==> config.mk <==
export PLATFORM = sky130hd
export DESIGN_NAME = cpu_control_flat
export DESIGN_NICKNAME = d
export VERILOG_FILES = /design/src/rtl/cpu_control_if.sv /design/src/rtl/cpu_control.sv /design/src/flat_wrapper.sv
export SDC_FILE = /design/constraint.sdc
export NUM_CORES = 1
export LEC_CHECK = 0
export BUFFER_PORTS_ARGS = -buffer_cell sky130_fd_sc_hd__buf_2
export CAP_MARGIN = 40
export CORE_MARGIN = 2
export CORE_UTILIZATION = 35
export DETAILED_ROUTE_END_ITERATION = 8
export PLACE_DENSITY = 0.67
export SLEW_MARGIN = 30
export SYNTH_ARGS = -nofsm -noshare
export SYNTH_HDL_FRONTEND = slang
export SYNTH_SLANG_ARGS = --single-unit
==> constraint.sdc <==
create_clock -name clk -period 4.5 [get_ports clk]
set_clock_uncertainty 0.1 [all_clocks]
set_input_delay 0.675 -clock clk [delete_from_list [all_inputs] [get_ports clk]]
set_output_delay 0.675 -clock clk [all_outputs]
set_load 0.02 [all_outputs]
==> src/rtl/cpu_control_if.sv <==
// rtl/cpu_control_if.sv - CPU to register-file memory bus
// Carries the state code, decoded addresses and result to memory, and operands plus handshakes back.
interface cpu_control_if;
    logic [2:0]  stateCPU;
    logic [2:0]  opcode;
    logic [3:0]  addr1;
    logic [3:0]  addr2;
    logic [3:0]  addr3;
    logic [15:0] valorGuardarRAM;
    logic [15:0] v1RAM;
    logic [15:0] v2RAM;
    logic        read;
    logic        stored;

    modport master (
        output stateCPU, opcode, addr1, addr2, addr3, valorGuardarRAM,
        input  v1RAM, v2RAM, read, stored
    );

    modport slave (
        input  stateCPU, opcode, addr1, addr2, addr3, valorGuardarRAM,
        output v1RAM, v2RAM, read, stored
    );
endinterface

==> src/rtl/cpu_control.sv <==
// rtl/cpu_control.sv - mini-CPU control/execute stage
// Runs the fetch-decode-read-calc-show-store cycle, one instruction per send press.
module cpu_control #(
    parameter int TIMEOUT = 8
) (
    input  logic               clk,
    input  logic               rst_n,
    input  logic               power,
    input  logic               send,
    input  logic [17:0]        instr,
    cpu_control_if.master      mem,
    output logic [15:0]        show_value,
    output logic               show_valid,
    output logic               err
);
    typedef enum logic [2:0] {
        S_OFF    = 3'b000,
        S_FETCH  = 3'b001,
        S_DECODE = 3'b010,
        S_READ   = 3'b011,
        S_CALC   = 3'b100,
        S_SHOW   = 3'b101,
        S_STORE  = 3'b110
    } state_t;

    localparam logic [2:0] OP_LOAD    = 3'b000;
    localparam logic [2:0] OP_ADD     = 3'b001;
    localparam logic [2:0] OP_ADDI    = 3'b010;
    localparam logic [2:0] OP_SUB     = 3'b011;
    localparam logic [2:0] OP_SUBI    = 3'b100;
    localparam logic [2:0] OP_MUL     = 3'b101;
    localparam logic [2:0] OP_CLEAR   = 3'b110;
    localparam logic [2:0] OP_DISPLAY = 3'b111;

    localparam int CW = $clog2(TIMEOUT + 1);
    localparam logic [CW-1:0] TLIM = CW'(TIMEOUT - 1);

    state_t          state;
    logic            send_q;
    logic [6:0]      imm7_q;
    logic [CW-1:0]   tcnt;
    logic            accept;
    logic [15:0]     imm;
    logic [15:0]     result;
    logic [3:0]      f1;
    logic [3:0]      f2;
    logic [3:0]      f3;

    assign accept       = send & ~send_q;
    assign mem.stateCPU = state;
    assign f1           = instr[14:11];
    assign f2           = instr[10:7];
    assign f3           = instr[6:3];

    always_comb begin
        imm    = {{9{imm7_q[6]}}, imm7_q};
        result = 16'h0000;
        case (mem.opcode)
            OP_LOAD:    result = imm;
            OP_ADD:     result = mem.v1RAM + mem.v2RAM;
            OP_ADDI:    result = mem.v1RAM + imm;
            OP_SUB:     result = mem.v1RAM - mem.v2RAM;
            OP_SUBI:    result = mem.v1RAM - imm;
            OP_MUL:     result = mem.v1RAM * imm;
            OP_CLEAR:   result = 16'h0000;
            OP_DISPLAY: result = mem.v1RAM;
            default:    result = 16'h0000;
        endcase
    end

    always_ff @(posedge clk or negedge rst_n) begin
        if (!rst_n) begin
            state               <= S_OFF;
            send_q              <= 1'b0;
            imm7_q              <= '0;
            tcnt                <= '0;
            mem.opcode          <= '0;
            mem.addr1           <= '0;
            mem.addr2           <= '0;
            mem.addr3           <= '0;
            mem.valorGuardarRAM <= '0;
            show_value          <= '0;
            show_valid          <= 1'b0;
            err                 <= 1'b0;
        end else begin
            send_q     <= send;
            show_valid <= 1'b0;
            if (!power) begin
                state               <= S_OFF;
                imm7_q              <= '0;
                tcnt                <= '0;
                mem.opcode          <= '0;
                mem.addr1           <= '0;
                mem.addr2           <= '0;
                mem.addr3           <= '0;
                mem.valorGuardarRAM <= '0;
                show_value          <= '0;
                err                 <= 1'b0;
            end else begin
                case (state)
                    S_OFF: state <= S_FETCH;
                    S_FETCH: begin
                        if (accept) begin
                            mem.opcode <= instr[17:15];
                            imm7_q     <= instr[6:0];
                            err        <= 1'b0;
                            state      <= S_DECODE;
                            // unused address fields for an opcode are forced to 0
                            case (instr[17:15])
                                OP_LOAD, OP_DISPLAY: begin
                                    mem.addr1 <= f1;  mem.addr2 <= '0;  mem.addr3 <= '0;
                                end
                                OP_ADD, OP_SUB: begin
                                    mem.addr1 <= f2;  mem.addr2 <= f3;  mem.addr3 <= f1;
                                end
                                OP_ADDI, OP_SUBI, OP_MUL: begin
                                    mem.addr1 <= f2;  mem.addr2 <= f1;  mem.addr3 <= '0;
                                end
                                default: begin
                                    mem.addr1 <= '0;  mem.addr2 <= '0;  mem.addr3 <= '0;
                                end
                            endcase
                        end
                    end
                    S_DECODE: begin
                        tcnt  <= '0;
                        state <= S_READ;
                    end
                    S_READ: begin
                        if (mem.read) begin
                            state <= S_CALC;
                        end else if (tcnt == TLIM) begin
                            err   <= 1'b1;
                            state <= S_FETCH;
                        end else begin
                            tcnt <= tcnt + 1'b1;
                        end
                    end
                    S_CALC: begin
                        mem.valorGuardarRAM <= result;
                        show_value          <= result;
                        show_valid          <= 1'b1;
                        state               <= S_SHOW;
                    end
                    S_SHOW: begin
                        tcnt  <= '0;
                        state <= (mem.opcode == OP_DISPLAY) ? S_FETCH : S_STORE;
                    end
                    S_STORE: begin
                        if (mem.stored) begin
                            state <= S_FETCH;
                        end else if (tcnt == TLIM) begin
                            err   <= 1'b1;
                            state <= S_FETCH;
                        end else begin
                            tcnt <= tcnt + 1'b1;
                        end
                    end
                    default: state <= S_OFF;
                endcase
            end
        end
    end
endmodule

==> src/flat_wrapper.sv <==
// flat-port wrapper written by rule: the top's interface ports become plain ports
module cpu_control_flat 
#(
    parameter int TIMEOUT = 8
)
  (clk, rst_n, power, send, instr, show_value, show_valid, err, mem_stateCPU, mem_opcode, mem_addr1, mem_addr2, mem_addr3, mem_valorGuardarRAM, mem_v1RAM, mem_v2RAM, mem_read, mem_stored);
  cpu_control_if mem_i ();
  input  logic clk;
  input  logic rst_n;
  input  logic power;
  input  logic send;
  input  logic [17:0] instr;
  output logic [15:0] show_value;
  output logic show_valid;
  output logic err;
  output wire logic [$bits(mem_i.stateCPU)-1:0] mem_stateCPU;
  output wire logic [$bits(mem_i.opcode)-1:0] mem_opcode;
  output wire logic [$bits(mem_i.addr1)-1:0] mem_addr1;
  output wire logic [$bits(mem_i.addr2)-1:0] mem_addr2;
  output wire logic [$bits(mem_i.addr3)-1:0] mem_addr3;
  output wire logic [$bits(mem_i.valorGuardarRAM)-1:0] mem_valorGuardarRAM;
  input wire logic [$bits(mem_i.v1RAM)-1:0] mem_v1RAM;
  input wire logic [$bits(mem_i.v2RAM)-1:0] mem_v2RAM;
  input wire logic [$bits(mem_i.read)-1:0] mem_read;
  input wire logic [$bits(mem_i.stored)-1:0] mem_stored;
  assign mem_stateCPU = mem_i.stateCPU;
  assign mem_opcode = mem_i.opcode;
  assign mem_addr1 = mem_i.addr1;
  assign mem_addr2 = mem_i.addr2;
  assign mem_addr3 = mem_i.addr3;
  assign mem_valorGuardarRAM = mem_i.valorGuardarRAM;
  assign mem_i.v1RAM = mem_v1RAM;
  assign mem_i.v2RAM = mem_v2RAM;
  assign mem_i.read = mem_read;
  assign mem_i.stored = mem_stored;
  cpu_control #(.TIMEOUT(TIMEOUT)) u_core (.clk(clk), .rst_n(rst_n), .power(power), .send(send), .instr(instr), .mem(mem_i), .show_value(show_value), .show_valid(show_valid), .err(err));
endmodule
==> out/metrics.cfg <==
[pwr]
irDropWorstVdd_uv = 176
p_seq_share_pct = 19.2
powerDensity_nw_per_um2 = 305
p_leak_uw = 0.00416
netSwitchingPower_uw = 1200
report.power.total_uw = 2670
power_frac_comb_pct = 65.4
p_sw_share_pct = 44.9
pwr-share-clk_pct = 15.4
p_int_uw = 1470

[clocking]
cts-root-buf = clkbuf_16
numCtsBuffers = 5
h-tree-depth = 2
clk_pin_slew_ps = 80
clk_latency_ps = 300
cts_max_path_buffers = 2
tritoncts = built
clock_sinks = 48
postCtsHoldBufs = 0

[worst_setup_path]
cp-end-kind = flop
worstPathMaxFanout = 6
required_ps = 4600
worst_ep_arrival_time_ps = 4670
crit_type = flop to flop
startpoint_type = flop

[route]
avgViaCountPerCell = 5.28
drtIter0Drc = 654
drt_wl_total_um = 21200
vias = 6976
drtPass1Iterations = 6
ant_nets = 0
wl_per_cell_um = 16.0
drc = 0

[synthesis]
synth_commonest_cells = nand2_1, inv_1, o21ai_0, and2_1
synth_area_leaders = dfrtp_1, fa_1, ha_1
synthCells = 908
netlist.area_leader.share_pct = 16.9
synth-simple-area-share_pct = 23.2
synthDistinctLibCells = 72
syn-num-nets = 1071
syn_avg_cell_area_um2 = 7.83
ys_ff_latch = 48
synth.area.mux_share_pct = 1.00
seq_area_frac_synth_pct = 16.9
netlist_area_um2 = 7110
synthAdderAreaFrac_pct = 25.1
yosysWarnings = 0
synth_top_family_by_area = adder cells
synthXorXnorAreaFrac_pct = 5.00
ys_async_sr_fraction_pct = 100
synth_flop_cell = dfrtp_1
synth-edff-count = 0
synth_compound_area_share_pct = 19.9
synth_largest_area_cell = dfrtp_1
synth_most_common_cell = nand2_1

[flow_run]
max_cap_violations = 0

[global_route]
grt_overflow_total = 0
grt_max_degree = 49
grt_usage_pct = 19.9
antenna_found_initial = 0
grt_pass1_vias = 6645
grt_pass1_wl_um = 34500

[sta]
slew-limit-headroom_pct = 53.2
setup_ws_ps = -68.1
max_slew.worst_pin.slew_ps = 697
slew_viol_final = 0
finalHoldViolations = 0
fin_crit_sh_pct = 102
finalSetupViolations = 3
rsz0062_at_grt = yes
fin_crit_ps = 4570
max_freq_mhz = 219

[floorplanning]
die_w_um = 147
initial_core_util_pct = 35.4
die_h_um = 147
ios = 108
coreArea_um2 = 20100
rows = 52
die_area_um2 = 21500

[final_layout]
antenna_cells = 0
fin_nets = 1212
areaGrowthSynthToFinish_pct = 23.0
stdcell_area_um2 = 8750
drive_gt1_share_pct = 25.4

[placement]
port_buffers = 107
placed_cell_area_um2 = 8390
dpl.hpwl_um = 17100
gp_congestion = 0.989

[worst_hold_path]
hold_class = primary input to async pin

[run_status]
outcome = finished with violations
violations = negative setup slack

-- worst paths after layout --
| check | from | endpoint | slack [ps] | cells after the start |
|---|---|---|---|---|
| worst max-delay path | u_core.imm7_q[1]$_DFFE_PN0P_ | u_core.show_value[13]$_DFFE_PN0P_ | -70 | 15 |
| worst min-delay path | rst_n | u_core.mem.stateCPU[2]$_DFFE_PN0P_ | 370 | 2 |
| worst max register to register | u_core.imm7_q[1]$_DFFE_PN0P_ | u_core.show_value[13]$_DFFE_PN0P_ | -70 | 15 |
| worst min register to register | u_core.mem.addr3[0]$_DFFE_PN0P_ | u_core.mem.addr3[0]$_DFFE_PN0P_ | 380 | 2 |
| max in group asynchronous | rst_n | u_core.imm7_q[3]$_DFFE_PN0P_ | 3450 | 2 |
| min in group clk | u_core.mem.addr3[0]$_DFFE_PN0P_ | u_core.mem.addr3[0]$_DFFE_PN0P_ | 380 | 2 |
-- area by class of cell --
cell class / count / area (um^2)
clock inverters: 2 / 13.8
clock buffers: 6 / 139
inverters: 94 / 353
fillers: 2033 / 11400
repair buffers: 193 / 1200
well taps: 270 / 338
flip-flops and latches: 48 / 1210
multi-input cells: 707 / 5490
-- layer usage --
| metal | GRT usage [%] | wire (um) | vias up | share of wire, % |
|---|---|---|---|---|
| met5 | 0 | 0 | - | 0 |
| met4 | 4.51 | 501 | 0 | 2.4 |
| met3 | 3.25 | 1560 | 40 | 7.4 |
| met2 | 32.5 | 9660 | 270 | 46 |
| met1 | 27.8 | 9460 | 3301 | 45 |
| li1 | - | - | 3365 | - |
-- state kept, by name, summed over array words and instances, names as in the netlist --
register and count:
u_core.mem.addr1 4, u_core.imm7_q 7, u_core.mem.addr2 4, u_core.mem.opcode 3, u_core.show_value 16, u_core.show_valid 1, u_core.mem.stateCPU 3, u_core.tcnt 4
u_core.send_q 1, u_core.err 1, u_core.mem.addr3 4
-- critical path: stages, from the launching register on --
cell      delay [ps]
dfrtp_2          490
buf_6            170
and2_1           140
fa_1             500
fa_1             430
fa_1             490
inv_1             50
fa_1             530
inv_1             60
ha_4             180
or3_4            350
o311ai_4         280
nand2b_1         120
a21oi_2          160
xnor2_1           80
a221o_1          340
-- logic make-up (layout without fill, tap and decap cells) --
kind of cell,Yosys count,after routing
and+or+nand+nor,319,319
AOI/OAI and AO/OA,231,231
buffers and inverters,153,295
adders and majority gates,111,111
DFF,48,48
xor gates and xnor gates,39,39
muxes,7,7
-- what timing repair did --
action,4_1_cts,5_1_grt
resized for setup,5,54
endpoints found under the setup margin,8,8
setup buffers,0,6
pin swaps,0,31
-- cell usage in the layout (no fill, tap or decap), types with 6 or more instances in the layout --
| cell type | n |
|---|---|
| o21a_1 | 7 |
| ha_4 | 7 |
| inv_1 | 83 |
| fa_1 | 52 |
| o221ai_1 | 7 |
| nor3_1 | 11 |
| inv_2 | 11 |
| xor2_1 | 13 |
| dfrtp_1 | 42 |
| nor2_1 | 51 |
| a21oi_1 | 53 |
| ha_1 | 45 |
| xnor2_1 | 25 |
| a22oi_1 | 9 |
| buf_2 | 102 |
| buf_4 | 88 |
| nand2b_1 | 18 |
| mux2i_1 | 6 |
| or3_1 | 10 |
| a31oi_1 | 7 |
| nand3_1 | 12 |
| o21ai_1 | 7 |
| dfrtp_2 | 6 |
| nand2_1 | 101 |
| and2_1 | 55 |
| nor2b_1 | 9 |
| o21ai_0 | 84 |
-- power by group through the flow --
stage	combinational, uW	clock (uW)	sequential (uW)
2_1_floorplan	1130	0	509
3_3_place_gp	1630	0	520
3_5_place_dp	1650	0	521
4_1_cts	1660	417	514
5_1_grt	1960	434	520
6_report	1740	411	513
-- through the flow --
stage	TNS, ps	hold WS [ps]	cells	worst slack, ps	util, %
2_1_floorplan	-30.0	279	908	-25.8	-
3_3_place_gp	-1990	359	1307	-301	41.7
3_5_place_dp	-2450	370	1307	-351	41.7
4_1_cts	-129	387	1315	-53.8	42.5
5_1_grt	-1040	384	1320	-227	43.5
6_report	-85.8	372	1320	-68.1	43.5
Note: power is estimated with default switching activity, not from simulation.
